[src/rtl/multicycle_control_if.sv]
// Control bundle between the multicycle controller and its datapath and memory port.
// No latency of its own; it only groups the signals.
// Backpressure: mem_req is held until mem_ready. Every other strobe is a single-cycle pulse.
// Ports: opcode/branch_taken/mem_ready go into the controller. All remaining signals come out of it.
interface multicycle_control_if;
  logic [6:0] opcode;
  logic       branch_taken;
  logic       mem_ready;
  logic       mem_req;
  logic       mem_we;
  logic       ir_write;
  logic       pc_write;
  logic [1:0] pc_src;
  logic [2:0] imm_sel;
  logic       alu_src_b;
  logic       reg_write;
  logic [1:0] wb_sel;
  logic       trap;
  logic [2:0] state;

  // Controller side: it issues memory requests and datapath strobes.
  modport master (
    input  opcode, branch_taken, mem_ready,
    output mem_req, mem_we, ir_write, pc_write, pc_src, imm_sel,
           alu_src_b, reg_write, wb_sel, trap, state
  );

  // Datapath / memory side.
  modport slave (
    output opcode, branch_taken, mem_ready,
    input  mem_req, mem_we, ir_write, pc_write, pc_src, imm_sel,
           alu_src_b, reg_write, wb_sel, trap, state
  );
endinterface

[src/rtl/multicycle_control.sv]
// Purpose: FSM controller for a multicycle RV32I datapath (FETCH/DECODE/EXEC/MEM/WB/TRAP).
// Latency: branch 3, ALU/LUI/AUIPC/JAL/JALR 4, store 4, load 5 cycles. Memory wait states add to this.
// Backpressure: waits in FETCH/MEM until mem_ready. Traps after MEM_TIMEOUT wait cycles.
// Ports: clk, rst (sync, active-high), bus (multicycle_control_if.master).
module multicycle_control #(
  parameter int MEM_TIMEOUT = 255
) (
  input logic                 clk,
  input logic                 rst,
  multicycle_control_if.master bus
);
  localparam logic [6:0] OP_R      = 7'b0110011;
  localparam logic [6:0] OP_IMM    = 7'b0010011;
  localparam logic [6:0] OP_LOAD   = 7'b0000011;
  localparam logic [6:0] OP_STORE  = 7'b0100011;
  localparam logic [6:0] OP_BRANCH = 7'b1100011;
  localparam logic [6:0] OP_LUI    = 7'b0110111;
  localparam logic [6:0] OP_AUIPC  = 7'b0010111;
  localparam logic [6:0] OP_JAL    = 7'b1101111;
  localparam logic [6:0] OP_JALR   = 7'b1100111;

  // This is the count value at which one more wait cycle means the request has timed out.
  localparam logic [7:0] TMO_LAST = 8'(MEM_TIMEOUT - 1);

  typedef enum logic [2:0] {
    S_FETCH  = 3'd0,
    S_DECODE = 3'd1,
    S_EXEC   = 3'd2,
    S_MEM    = 3'd3,
    S_WB     = 3'd4,
    S_TRAP   = 3'd5
  } state_t;

  state_t     r_state;
  logic [6:0] r_opc;
  logic [7:0] r_cnt;

  state_t     w_next;
  logic [6:0] w_opc;
  logic       w_legal;
  logic       w_timeout;
  logic [2:0] w_dec_imm;
  logic       w_dec_alub;
  logic       w_mem_req;
  logic       w_mem_we;
  logic       w_ir_write;
  logic       w_pc_write;
  logic [1:0] w_pc_src;
  logic [2:0] w_imm_sel;
  logic       w_alu_src_b;
  logic       w_reg_write;
  logic [1:0] w_wb_sel;

  always_comb begin
    w_next      = r_state;
    w_mem_req   = 1'b0;
    w_mem_we    = 1'b0;
    w_ir_write  = 1'b0;
    w_pc_write  = 1'b0;
    w_pc_src    = 2'd0;
    w_imm_sel   = 3'd7;
    w_alu_src_b = 1'b0;
    w_reg_write = 1'b0;
    w_wb_sel    = 2'd0;
    w_legal     = 1'b1;
    w_dec_imm   = 3'd7;
    w_dec_alub  = 1'b1;
    w_timeout   = (r_cnt >= TMO_LAST);

    // The opcode is latched at the end of DECODE, so DECODE reads it directly from the IR.
    w_opc = (r_state == S_DECODE) ? bus.opcode : r_opc;

    case (w_opc)
      OP_R:                     begin w_dec_imm = 3'd7; w_dec_alub = 1'b0; end
      OP_IMM, OP_LOAD, OP_JALR: w_dec_imm = 3'd0;
      OP_STORE:                 w_dec_imm = 3'd1;
      OP_BRANCH:                begin w_dec_imm = 3'd2; w_dec_alub = 1'b0; end
      OP_LUI, OP_AUIPC:         w_dec_imm = 3'd3;
      OP_JAL:                   w_dec_imm = 3'd4;
      default:                  begin w_legal = 1'b0; w_dec_alub = 1'b0; end
    endcase

    case (r_state)
      S_FETCH: begin
        w_mem_req = 1'b1;
        // mem_ready has priority over the timeout in the same cycle.
        if (bus.mem_ready) begin
          w_ir_write = 1'b1;
          w_next     = S_DECODE;
        end else if (w_timeout) begin
          w_next = S_TRAP;
        end
      end
      S_DECODE: begin
        w_imm_sel   = w_dec_imm;
        w_alu_src_b = w_dec_alub;
        w_next      = w_legal ? S_EXEC : S_TRAP;
      end
      S_EXEC: begin
        w_imm_sel   = w_dec_imm;
        w_alu_src_b = w_dec_alub;
        case (r_opc)
          OP_BRANCH: begin
            w_pc_write = 1'b1;
            w_pc_src   = bus.branch_taken ? 2'd1 : 2'd0;
            w_next     = S_FETCH;
          end
          OP_LOAD, OP_STORE: w_next = S_MEM;
          default:           w_next = w_legal ? S_WB : S_TRAP;
        endcase
      end
      S_MEM: begin
        w_imm_sel   = w_dec_imm;
        w_alu_src_b = w_dec_alub;
        w_mem_req   = 1'b1;
        w_mem_we    = (r_opc == OP_STORE);
        if (bus.mem_ready) begin
          if (r_opc == OP_LOAD) begin
            w_next = S_WB;
          end else if (r_opc == OP_STORE) begin
            w_pc_write = 1'b1;
            w_next     = S_FETCH;
          end else begin
            w_next = S_TRAP;
          end
        end else if (w_timeout) begin
          w_next = S_TRAP;
        end
      end
      S_WB: begin
        w_imm_sel   = w_dec_imm;
        w_alu_src_b = w_dec_alub;
        w_reg_write = 1'b1;
        w_pc_write  = 1'b1;
        case (r_opc)
          OP_LOAD:         w_wb_sel = 2'd1;
          OP_JAL, OP_JALR: w_wb_sel = 2'd2;
          OP_LUI:          w_wb_sel = 2'd3;
          default:         w_wb_sel = 2'd0;
        endcase
        case (r_opc)
          OP_JAL:  w_pc_src = 2'd1;
          OP_JALR: w_pc_src = 2'd2;
          default: w_pc_src = 2'd0;
        endcase
        w_next = S_FETCH;
      end
      S_TRAP:  w_next = S_TRAP;
      default: w_next = S_TRAP;
    endcase

    // While reset is held, the state register may still hold a pre-reset value. Keep the bus quiet.
    if (rst) begin
      w_mem_req   = 1'b0;
      w_mem_we    = 1'b0;
      w_ir_write  = 1'b0;
      w_pc_write  = 1'b0;
      w_reg_write = 1'b0;
    end
  end

  always_ff @(posedge clk) begin
    if (rst) begin
      r_state <= S_FETCH;
      r_opc   <= '0;
      r_cnt   <= '0;
    end else begin
      r_state <= w_next;
      if (r_state == S_DECODE) r_opc <= bus.opcode;
      // The counter restarts on every state change, so it is fresh on entry to FETCH and MEM.
      if (w_next != r_state)
        r_cnt <= '0;
      else if (w_mem_req && !bus.mem_ready && (r_cnt != 8'hFF))
        r_cnt <= r_cnt + 8'd1;
    end
  end

  assign bus.mem_req   = w_mem_req;
  assign bus.mem_we    = w_mem_we;
  assign bus.ir_write  = w_ir_write;
  assign bus.pc_write  = w_pc_write;
  assign bus.pc_src    = w_pc_src;
  assign bus.imm_sel   = w_imm_sel;
  assign bus.alu_src_b = w_alu_src_b;
  assign bus.reg_write = w_reg_write;
  assign bus.wb_sel    = w_wb_sel;
  assign bus.trap      = (r_state == S_TRAP);
  assign bus.state     = r_state;
endmodule

[src/flat_wrapper.sv]
// flat-port wrapper written by rule: the top's interface ports become plain ports
module multicycle_control_flat 
#(
  parameter int MEM_TIMEOUT = 255
)
  (clk, rst, bus_opcode, bus_branch_taken, bus_mem_ready, bus_mem_req, bus_mem_we, bus_ir_write, bus_pc_write, bus_pc_src, bus_imm_sel, bus_alu_src_b, bus_reg_write, bus_wb_sel, bus_trap, bus_state);
  multicycle_control_if bus_i ();
  input logic clk;
  input logic rst;
  input wire logic [$bits(bus_i.opcode)-1:0] bus_opcode;
  input wire logic [$bits(bus_i.branch_taken)-1:0] bus_branch_taken;
  input wire logic [$bits(bus_i.mem_ready)-1:0] bus_mem_ready;
  output wire logic [$bits(bus_i.mem_req)-1:0] bus_mem_req;
  output wire logic [$bits(bus_i.mem_we)-1:0] bus_mem_we;
  output wire logic [$bits(bus_i.ir_write)-1:0] bus_ir_write;
  output wire logic [$bits(bus_i.pc_write)-1:0] bus_pc_write;
  output wire logic [$bits(bus_i.pc_src)-1:0] bus_pc_src;
  output wire logic [$bits(bus_i.imm_sel)-1:0] bus_imm_sel;
  output wire logic [$bits(bus_i.alu_src_b)-1:0] bus_alu_src_b;
  output wire logic [$bits(bus_i.reg_write)-1:0] bus_reg_write;
  output wire logic [$bits(bus_i.wb_sel)-1:0] bus_wb_sel;
  output wire logic [$bits(bus_i.trap)-1:0] bus_trap;
  output wire logic [$bits(bus_i.state)-1:0] bus_state;
  assign bus_i.opcode = bus_opcode;
  assign bus_i.branch_taken = bus_branch_taken;
  assign bus_i.mem_ready = bus_mem_ready;
  assign bus_mem_req = bus_i.mem_req;
  assign bus_mem_we = bus_i.mem_we;
  assign bus_ir_write = bus_i.ir_write;
  assign bus_pc_write = bus_i.pc_write;
  assign bus_pc_src = bus_i.pc_src;
  assign bus_imm_sel = bus_i.imm_sel;
  assign bus_alu_src_b = bus_i.alu_src_b;
  assign bus_reg_write = bus_i.reg_write;
  assign bus_wb_sel = bus_i.wb_sel;
  assign bus_trap = bus_i.trap;
  assign bus_state = bus_i.state;
  multicycle_control #(.MEM_TIMEOUT(MEM_TIMEOUT)) u_core (.clk(clk), .rst(rst), .bus(bus_i));
endmodule
[config.mk]
export PLATFORM = sky130hd
export DESIGN_NAME = multicycle_control_flat
export DESIGN_NICKNAME = d
export VERILOG_FILES = /design/src/rtl/multicycle_control_if.sv /design/src/rtl/multicycle_control.sv /design/src/flat_wrapper.sv
export SDC_FILE = /design/constraint.sdc
export NUM_CORES = 1
export LEC_CHECK = 0
export ABC_AREA = 1
export CORE_ASPECT_RATIO = 0.75
export CORE_MARGIN = 2
export CORE_UTILIZATION = 51
export CTS_CLUSTER_SIZE = 24
export DETAILED_ROUTE_END_ITERATION = 12
export HOLD_SLACK_MARGIN = 0.03
export PLACE_DENSITY = 0.79
export RECOVER_POWER = 100
export SYNTH_ARGS = -nofsm -noshare
export SYNTH_HDL_FRONTEND = slang
export SYNTH_SLANG_ARGS = --single-unit
[constraint.sdc]
create_clock -name clk -period 2.2 [get_ports clk]
set_input_delay 0.44 -clock clk [delete_from_list [all_inputs] [get_ports clk]]
set_output_delay 0.44 -clock clk [all_outputs]
set_load 0.1 [all_outputs]
==> results of run 1 <==
==> through the flow <==
step                cells  utilization, %  setup WS (ns)  hold WS [ns]
global placement      300            82.5         -0.225         0.521
CTS                   316            90.0         -0.295         0.562
floorplan             222               -         -0.932         0.499
detailed placement    300            82.5         -0.277         0.528
==> Yosys cell counts (3+ instances only) <==
library cell	instances	area (sq um)
inv_1	29	109
nand4_1	3	18.8
nand2_2	9	56.3
nor2_1	37	139
a21oi_1	7	35.0
nor2_2	10	62.6
nand3_2	4	40.0
xor2_1	5	43.8
inv_2	4	15.0
nand3_1	14	70.1
nor2_4	3	33.8
nor3_1	7	35.0
nand2_1	49	184
dfxtp_1	18	360
==> kinds of logic after synthesis <==
family,share of synthesized area [%]
AND/OR/NAND/NOR,49.4
flip-flops,25.7
buffers and inverters,10.5
XOR/XNOR,4.38
adder cells (fa/ha/maj),1.79
AO/OA/AOI/OAI,8.22
==> timing repair <==
action,CTS
pin swaps,14
gates resized for setup,20
cloned,1
setup buffers,11
endpoints found under the setup margin,15
==> run summary, run 1 <==
DP Wirelength: 3410 um
Sequential share of the synthesized area: 25.7%
Synth Cell Area: 0.00140 sq mm
Clk sinks: 18
I/O Pins: 28
Initial core utilization: 53.8%
H-tree levels: 1
FFs w/ async S/R, synth: 0%
Main synth FF type: dfxtp_1
Synth Instances: 222
Pin count of the biggest net entering global routing: 13
Inserted Clock Buffers: 3
Clk root buf: clkbuf_4
Maximum clock path buffer count: 2
# hold bufs at CTS: 0
Mapped Nets: 235
Port Buffers: 27
Routability cong.: 0.926
Status: did not finish
Worst_ep grt: bus_imm_sel[2]
Distinct cell type count after synthesis: 31
Post-synthesis register bit count: 18
Post-Syn Area per Cell: 6.31 sq um
FP Rows: 16
Die Span X: 64.5 um
Area after DPL: 0.00215 sq mm
Yosys synthesis warning count: 0
Exit stage: global routing
EDFF count, synth: 0
Tool error: [ERROR DPL-0038] Utilization greater than 100%, impossible to legalize
Vert. Die Dim: 49.4 um
Worst endpoint type: top-level output
==> run 2, diff against run 1 <==
- CORE_AREA: unset -> 2 2 63 65
- CORE_ASPECT_RATIO: 0.75 -> unset
- CORE_MARGIN: 2 -> unset
- CORE_UTILIZATION: 51 -> unset
- CTS_CLUSTER_SIZE: 24 -> unset
- DIE_AREA: unset -> 0 0 65 67
- HOLD_SLACK_MARGIN: 0.03 -> unset
- PLACE_DENSITY: 0.79 -> unset
- PLACE_DENSITY_LB_ADDON: unset -> 0.15
==> run 2 against run 1 <==
The flow now finishes, with violations (setup timing). Synthesized area unchanged. Synthesized cell count is the same.
==> run summary, run 2 <==
Mapped Nets: 235 (unchanged)
Distinct cell type count after synthesis: 31 (unchanged)
Hold path cells: 2
Routability cong.: 0.827 (-11%)
FFs w/ async S/R, synth: 0% (unchanged)
Pin count of the biggest net entering global routing: 13
Overflow after GRT: 0
First-pass detailed-route iteration total: 4
Placed cell count: 313 (+4.3%)
I/O Pins: 28 (unchanged)
Worst reg2reg startpoint: u_core.bus.state[0]
Crit Path Max Fanout: 7
VDD IR max: 722 uV
Number of DRC markers in iteration 0: 67
Status: complete, but fails checks
Final ANT Viol Nets: 0
Fin crit share: 112%
Final setup fails: 15
RSZ-0062 raised after global routing: yes
EDFF count, synth: 0 (unchanged)
Setup ws final: -0.255 ns
Inserted Clock Buffers: 3 (unchanged)
CP endpoint kind: primary output
CTS tree: yes
Die Span X: 65 um (+0.78%)
# hold bufs at CTS: 0 (unchanged)
Die area: 0.00436 sq mm
Sequential share of the synthesized area: 25.7% (unchanged)
FF-to-FF setup slack: -0.09 ns
Post-Route WL: 4140 um
Area delta synth->final: 77.9%
Pleak: 0.00108 uW
Post-Syn Area per Cell: 6.31 sq um (unchanged)
Reg area: 377 sq um
Final core occ: 69.1%
FMAX: 407 MHz
Worst-skew pair later-pin latency: 0.25 ns
Most common cell in the netlist: nand2_1
Crit path DAT: 2.01 ns
Synth top area share: 25.7% (unchanged)
RR Endpoint: u_core.r_cnt[5]
Setup_tns: -1.74 ns
Initial antenna violation count: 0
Worst-path clk slew: 0.07 ns
Number of global-route vias before repair: 1538
Main synth FF type: dfxtp_1
First-pass GRT wire length: 6670 um
Core area: 0.00361 sq mm
Clk sinks: 18 (unchanged)
Share of cells above drive strength 1: 50.2%
Total track usage: 19.4%
Most frequent cells in the layout: 37 x nand2_1, 37 x buf_4, 26 x inv_1
Relative slew slack: 53.7%
Vias post-DR: 1658
Power Dens Cells: 1200 mW/mm^2
Vert. Die Dim: 67 um (+36%)
Fill cells: 292
Final hold vios: 0
ANT cells: 0
Final nets: 305
DP Wirelength: 2790 um (-18%)
Max Transition Viols Final: 0
Max-Cap Viols: 0
Initial core utilization: 38.8% (-15 points)
Wirelength per Cell: 12.2 um
Max reg flops: 8
Maximum clock path buffer count: 2 (unchanged)
Synth Instances: 222 (unchanged)
Min-delay src: u_core.r_cnt[6]
Worst Setup Path Type: reg -> out
Fin Clk Skew: 0.00499 ns
Top reg by flops: u_core.r_cnt
Largest cells by area after synthesis: dfxtp_1 26%, nand2_1 13%, nor2_1 9.9%, inv_1 7.8%, nand3_1 5.0%
Hold WS: 0.541 ns
# DRC: 0
Area of the multi-input gates: 0.00117 sq mm
H-tree levels: 1 (unchanged)
Failing checks: setup timing
Crit start category: flip-flop
Synth cell count leaders: 49 x nand2_1, 37 x nor2_1, 29 x inv_1
Via density per instance: 4.89
Least-Margin Pin Slew: 0.694 ns
FP Rows: 22 (+6)
HP Class: reg -> reg
Critical Path RT: 1.76 ns
Synth Cell Area: 0.00140 sq mm (unchanged)
Count of non-filler cells in the finished layout: 339
Yosys top cell by area: dfxtp_1
R2R depth: 16
Post-layout min period: 2.45 ns
Post-synthesis register bit count: 18 (unchanged)
Yosys synthesis warning count: 0 (unchanged)
Hold path endpoint: u_core.r_cnt[6]
Port Buffers: 27 (unchanged)
Clk root buf: clkbuf_8
-- run 2: critical path, stage by stage (launching register included) --
cell and delay [ns]:
dfxtp_4 0.43, inv_4 0.07, nor2_4 0.19, buf_6 0.12
nand3_2 0.06, nand2_2 0.08, nor2_2 0.04, nand3_2 0.08
nand2_2 0.06, nor2_4 0.17, nand2_2 0.08, o211ai_1 0.13
clkbuf_16 0.26
-- run 2: logic make-up (layout without fill, tap and decap cells) --
family / count (synthesis) / count (layout) / share of synthesized area (%)
AOI/OAI and AO/OA: 18 / 18 / 8.22
adders and majority gates: 2 / 2 / 1.79
buffers and inverters: 36 / 104 / 10.5
xor gates and xnor gates: 7 / 7 / 4.38
and+or+nand+nor: 141 / 142 / 49.4
DFF: 18 / 18 / 25.7
-- run 2: power by group --
part           internal, uW  switching [uW]
registers               411             108
clock network           128             103
logic                   834            1400
total                  1370            1610
-- run 2: final cells by class --
cell class                 count  area share [%]
sequential                    18            15.1
tap                           48            2.41
inverter                      33            5.58
timing repair buffer          67            27.9
multi-input combinational    169            47.2
clock buffer                   4            1.81
-- run 2: metrics by stage --
step	power, uW	setup slack, ns	area [sq um]
final	2980	-0.255	2490
after global routing	3180	-0.368	2490
after CTS	2750	-0.213	2350
after detailed placement	2350	-0.233	2160
after global placement	2340	-0.229	2160
after floorplan	1820	-0.932	1580
-- run 2: worst max path at each step --
stage	start	endpoint	slack, ns	depth (start not counted)
after floorplan	u_core.bus.state[1]	bus_imm_sel[2]	-0.93	9
after global placement	bus_opcode[6]	bus_imm_sel[2]	-0.23	10
after detailed placement	bus_opcode[6]	bus_imm_sel[1]	-0.23	11
after CTS	u_core.bus.state[0]	bus_imm_sel[0]	-0.21	12
after global routing	u_core.bus.state[0]	bus_imm_sel[2]	-0.37	12
final	u_core.bus.state[0]	bus_imm_sel[2]	-0.25	12
-- run 2: repair_timing --
item	CTS	global route
endpoints found under the hold margin	0	0
gates cloned	0	1
setup buffers	15	6
setup endpoints to repair	5	20
gates resized for setup	11	36
pin swaps	14	28
-- run 2: metal layers --
layer	track usage (%)	vias to the layer above	wire length [um]
met3	1.69	2	183
met2	32.9	36	2070
li1	-	844	-
met5	0	-	0
met1	26.6	776	1870
met4	4.79	0	20
Power figures use the tool's default switching activity.
==> run 3, diff against run 2 <==
- PLACE_DENSITY: unset -> 0.65
- PLACE_DENSITY_LB_ADDON: 0.15 -> unset
==> run 3 against run 2 <==
The flow still finishes with violations (setup timing). Via count increased by 0.12%. Non-clock buffer count is 2 higher. Routed wire length grew 12%. Cell count grew 0.59%. Sequential power about the same. First-iteration DRC count increased by 22%. Largest power group unchanged.
==> run summary, run 3 (synthesis results as in run 2) <==
Port Buffers: 27 (unchanged)
Crit path top cell by count: nand2_2
H-tree levels: 1 (unchanged)
HP Class: reg -> reg
Vias post-DR: 1660 (+0.12%)
Worst Setup Path Type: in -> out
Max reg flops: 8 (unchanged)
Failing checks: setup timing
Grt met3 use: 2.87% (+1.2 points)
Final hold vios: 0 (unchanged)
RR Endpoint: u_core.r_cnt[5]
Count of non-filler cells in the finished layout: 341 (+0.59%)
Final setup fails: 15 (unchanged)
Critical path endpoint: bus_imm_sel[2]
Hold WS: 0.547 ns (+0.00664 ns)
Vert. Die Dim: 67 um (unchanged)
Final ANT Viol Nets: 0 (unchanged)
CP max-delay cell: clkdlybuf4s50_1
Fin crit share: 110% (-1.5 points)
Least-Margin Pin Slew: 0.655 ns (-0.0390 ns)
I/O Pins: 28 (unchanged)
Worst-skew pair later-pin latency: 0.25 ns (about the same)
Initial core utilization: 38.8% (unchanged)
Setup ws final: -0.222 ns (+0.0328 ns)
First-pass GRT wire length: 7250 um (+8.8%)
Placed cell count: 318 (+1.6%)
Worst setup startpoint: bus_opcode[5]
Post-Route WL: 4640 um (+12%)
Share of cells above drive strength 1: 55.6% (+5.5 points)
Power Dens Cells: 1220 mW/mm^2 (+1.8%)
FP Rows: 22 (unchanged)
FMAX: 413 MHz (+1.4%)
Max Transition Viols Final: 0 (unchanged)
Pleak: 0.00111 uW (+3.0%)
Number of global-route vias before repair: 1586 (+3.1%)
Overflow after GRT: 0 (unchanged)
Busiest grt layer: met2
FF-to-FF setup slack: -0.12 ns (-0.03 ns)
Crit-path cells: clkdlybuf4s50_1 > nand3_2 > nand2_4 > nand2_4 > nor2_4 > nand2_2 > nand2_2 > nor2_4 > nand2_2 > o211ai_1 > clkbuf_16
Most frequent cells in the layout: 39 x buf_4, 27 x nand2_1, 25 x inv_1
Pin count of the biggest net entering global routing: 12 (-1)
Critical Path RT: 1.76 ns (about the same)
Routing usage on met1: 29.0% (+2.4 points)
VDD IR max: 777 uV (+7.6%)
Total track usage: 21.4% (+2.0 points)
Slowest Stage Delay on Critical Path: 0.50 ns (+0.07 ns)
Fin Clk Skew: 0.00282 ns (-0.00217 ns)
DP Wirelength: 2960 um (+6.2%)
Die area: 0.00436 sq mm (unchanged)
Clk root buf: clkbuf_8
Met2 usage: 34.3% (+1.4 points)
Final nets: 307 (+0.66%)
Inserted Clock Buffers: 3 (unchanged)
RSZ-0062 raised after global routing: yes
Die Span X: 65 um (unchanged)
CP endpoint kind: primary output
Status: complete, but fails checks
Number of DRC markers in iteration 0: 82 (+22%)
ANT cells: 0 (unchanged)
Max-Cap Viols: 0 (unchanged)
CTS tree: yes
First-pass detailed-route iteration total: 4 (unchanged)
Commonest non-fill, non-tap cell in the layout: buf_4
Crit start category: input port
Worst reg2reg startpoint: u_core.bus.state[1]
Relative slew slack: 56.3% (+2.6 points)
Crit Path Max Fanout: 3 (-4)
Wirelength per Cell: 13.6 um (+11%)
Worst-path clk slew: 0.06 ns (about the same)
Area delta synth->final: 84.5%
Post-layout min period: 2.42 ns (-0.0328 ns)
# DRC: 0 (unchanged)
Routability cong.: 0.829 (+0.24%)
Core area: 0.00361 sq mm (unchanged)
R2R depth: 16 (unchanged)
Via density per instance: 4.87 (-0.47%)
Top reg by flops: u_core.r_cnt
Maximum clock path buffer count: 2 (unchanged)
Initial antenna violation count: 0 (unchanged)
# hold bufs at CTS: 0 (unchanged)
Clk sinks: 18 (unchanged)
Crit path DAT: 1.98 ns (-0.03 ns)
[run 3: cell count changes in the layout (fill, tap and decap cells not counted), sizes merged]
cell	delta
buf	+2
[run 3: worst min path at each step]
stage                               start  depth (start not counted)  slack (ns)             endpoint
final                     u_core.r_cnt[6]                          2        0.55      u_core.r_cnt[6]
after CTS                 u_core.r_cnt[6]                          2        0.55      u_core.r_cnt[6]
after detailed placement  u_core.r_cnt[6]                          2        0.53      u_core.r_cnt[6]
after global placement    u_core.r_cnt[6]                          2        0.53      u_core.r_cnt[6]
after floorplan                       rst                          1        0.50  u_core.bus.state[0]
after global routing      u_core.r_cnt[6]                          2        0.58      u_core.r_cnt[6]
[run 3: worst max-delay path: cells and delay by family]
family,cells,cell delay [ns]
buf+inv,2,0.74
simple gates,8,0.67
compound gates,1,0.13
[run 3: area by class of cell]
| type | instances | area [sq um] |
|---|---|---|
| multi-input cells | 169 | 1240 |
| fillers | 278 | 1020 |
| clock buffers | 4 | 55.1 |
| repair buffers | 69 | 711 |
| flip-flops and latches | 18 | 375 |
| well taps | 48 | 60.1 |
| inverters | 33 | 141 |
[run 3: power breakdown]
group          total, uW  switching (uW)  internal (uW)
clock network        264             106            159
registers            518             108            409
logic               2360            1500            861
[run 3: metal layers]
layer / vias to the layer above / wire length (um)
met1: 769 / 2070
met3: 8 / 151
met4: 0 / 78
met5: - / 0
li1: 845 / -
met2: 38 / 2340
[run 3: repair_timing]
| action | in CTS | in global routing |
|---|---|---|
| gates cloned | 1 | 0 |
| setup endpoints to repair | 14 | 19 |
| resized for setup | 23 | 45 |
| setup buffers | 11 | 7 |
| pin swaps | 22 | 24 |
[run 3: stage by stage]
stage                     power (uW)  cell area (sq um)  util [%]  TNS (ns)  worst slack (ns)
after global placement          2360               2200      60.9     -2.55            -0.221
after CTS                       2840               2410      66.8    -0.716            -0.177
final                           3150               2580      71.7     -1.74            -0.222
after global routing            3320               2580      71.7     -3.35            -0.323
after floorplan                 1820               1580         -     -3.76            -0.932
after detailed placement        2370               2200      60.9     -2.80            -0.268
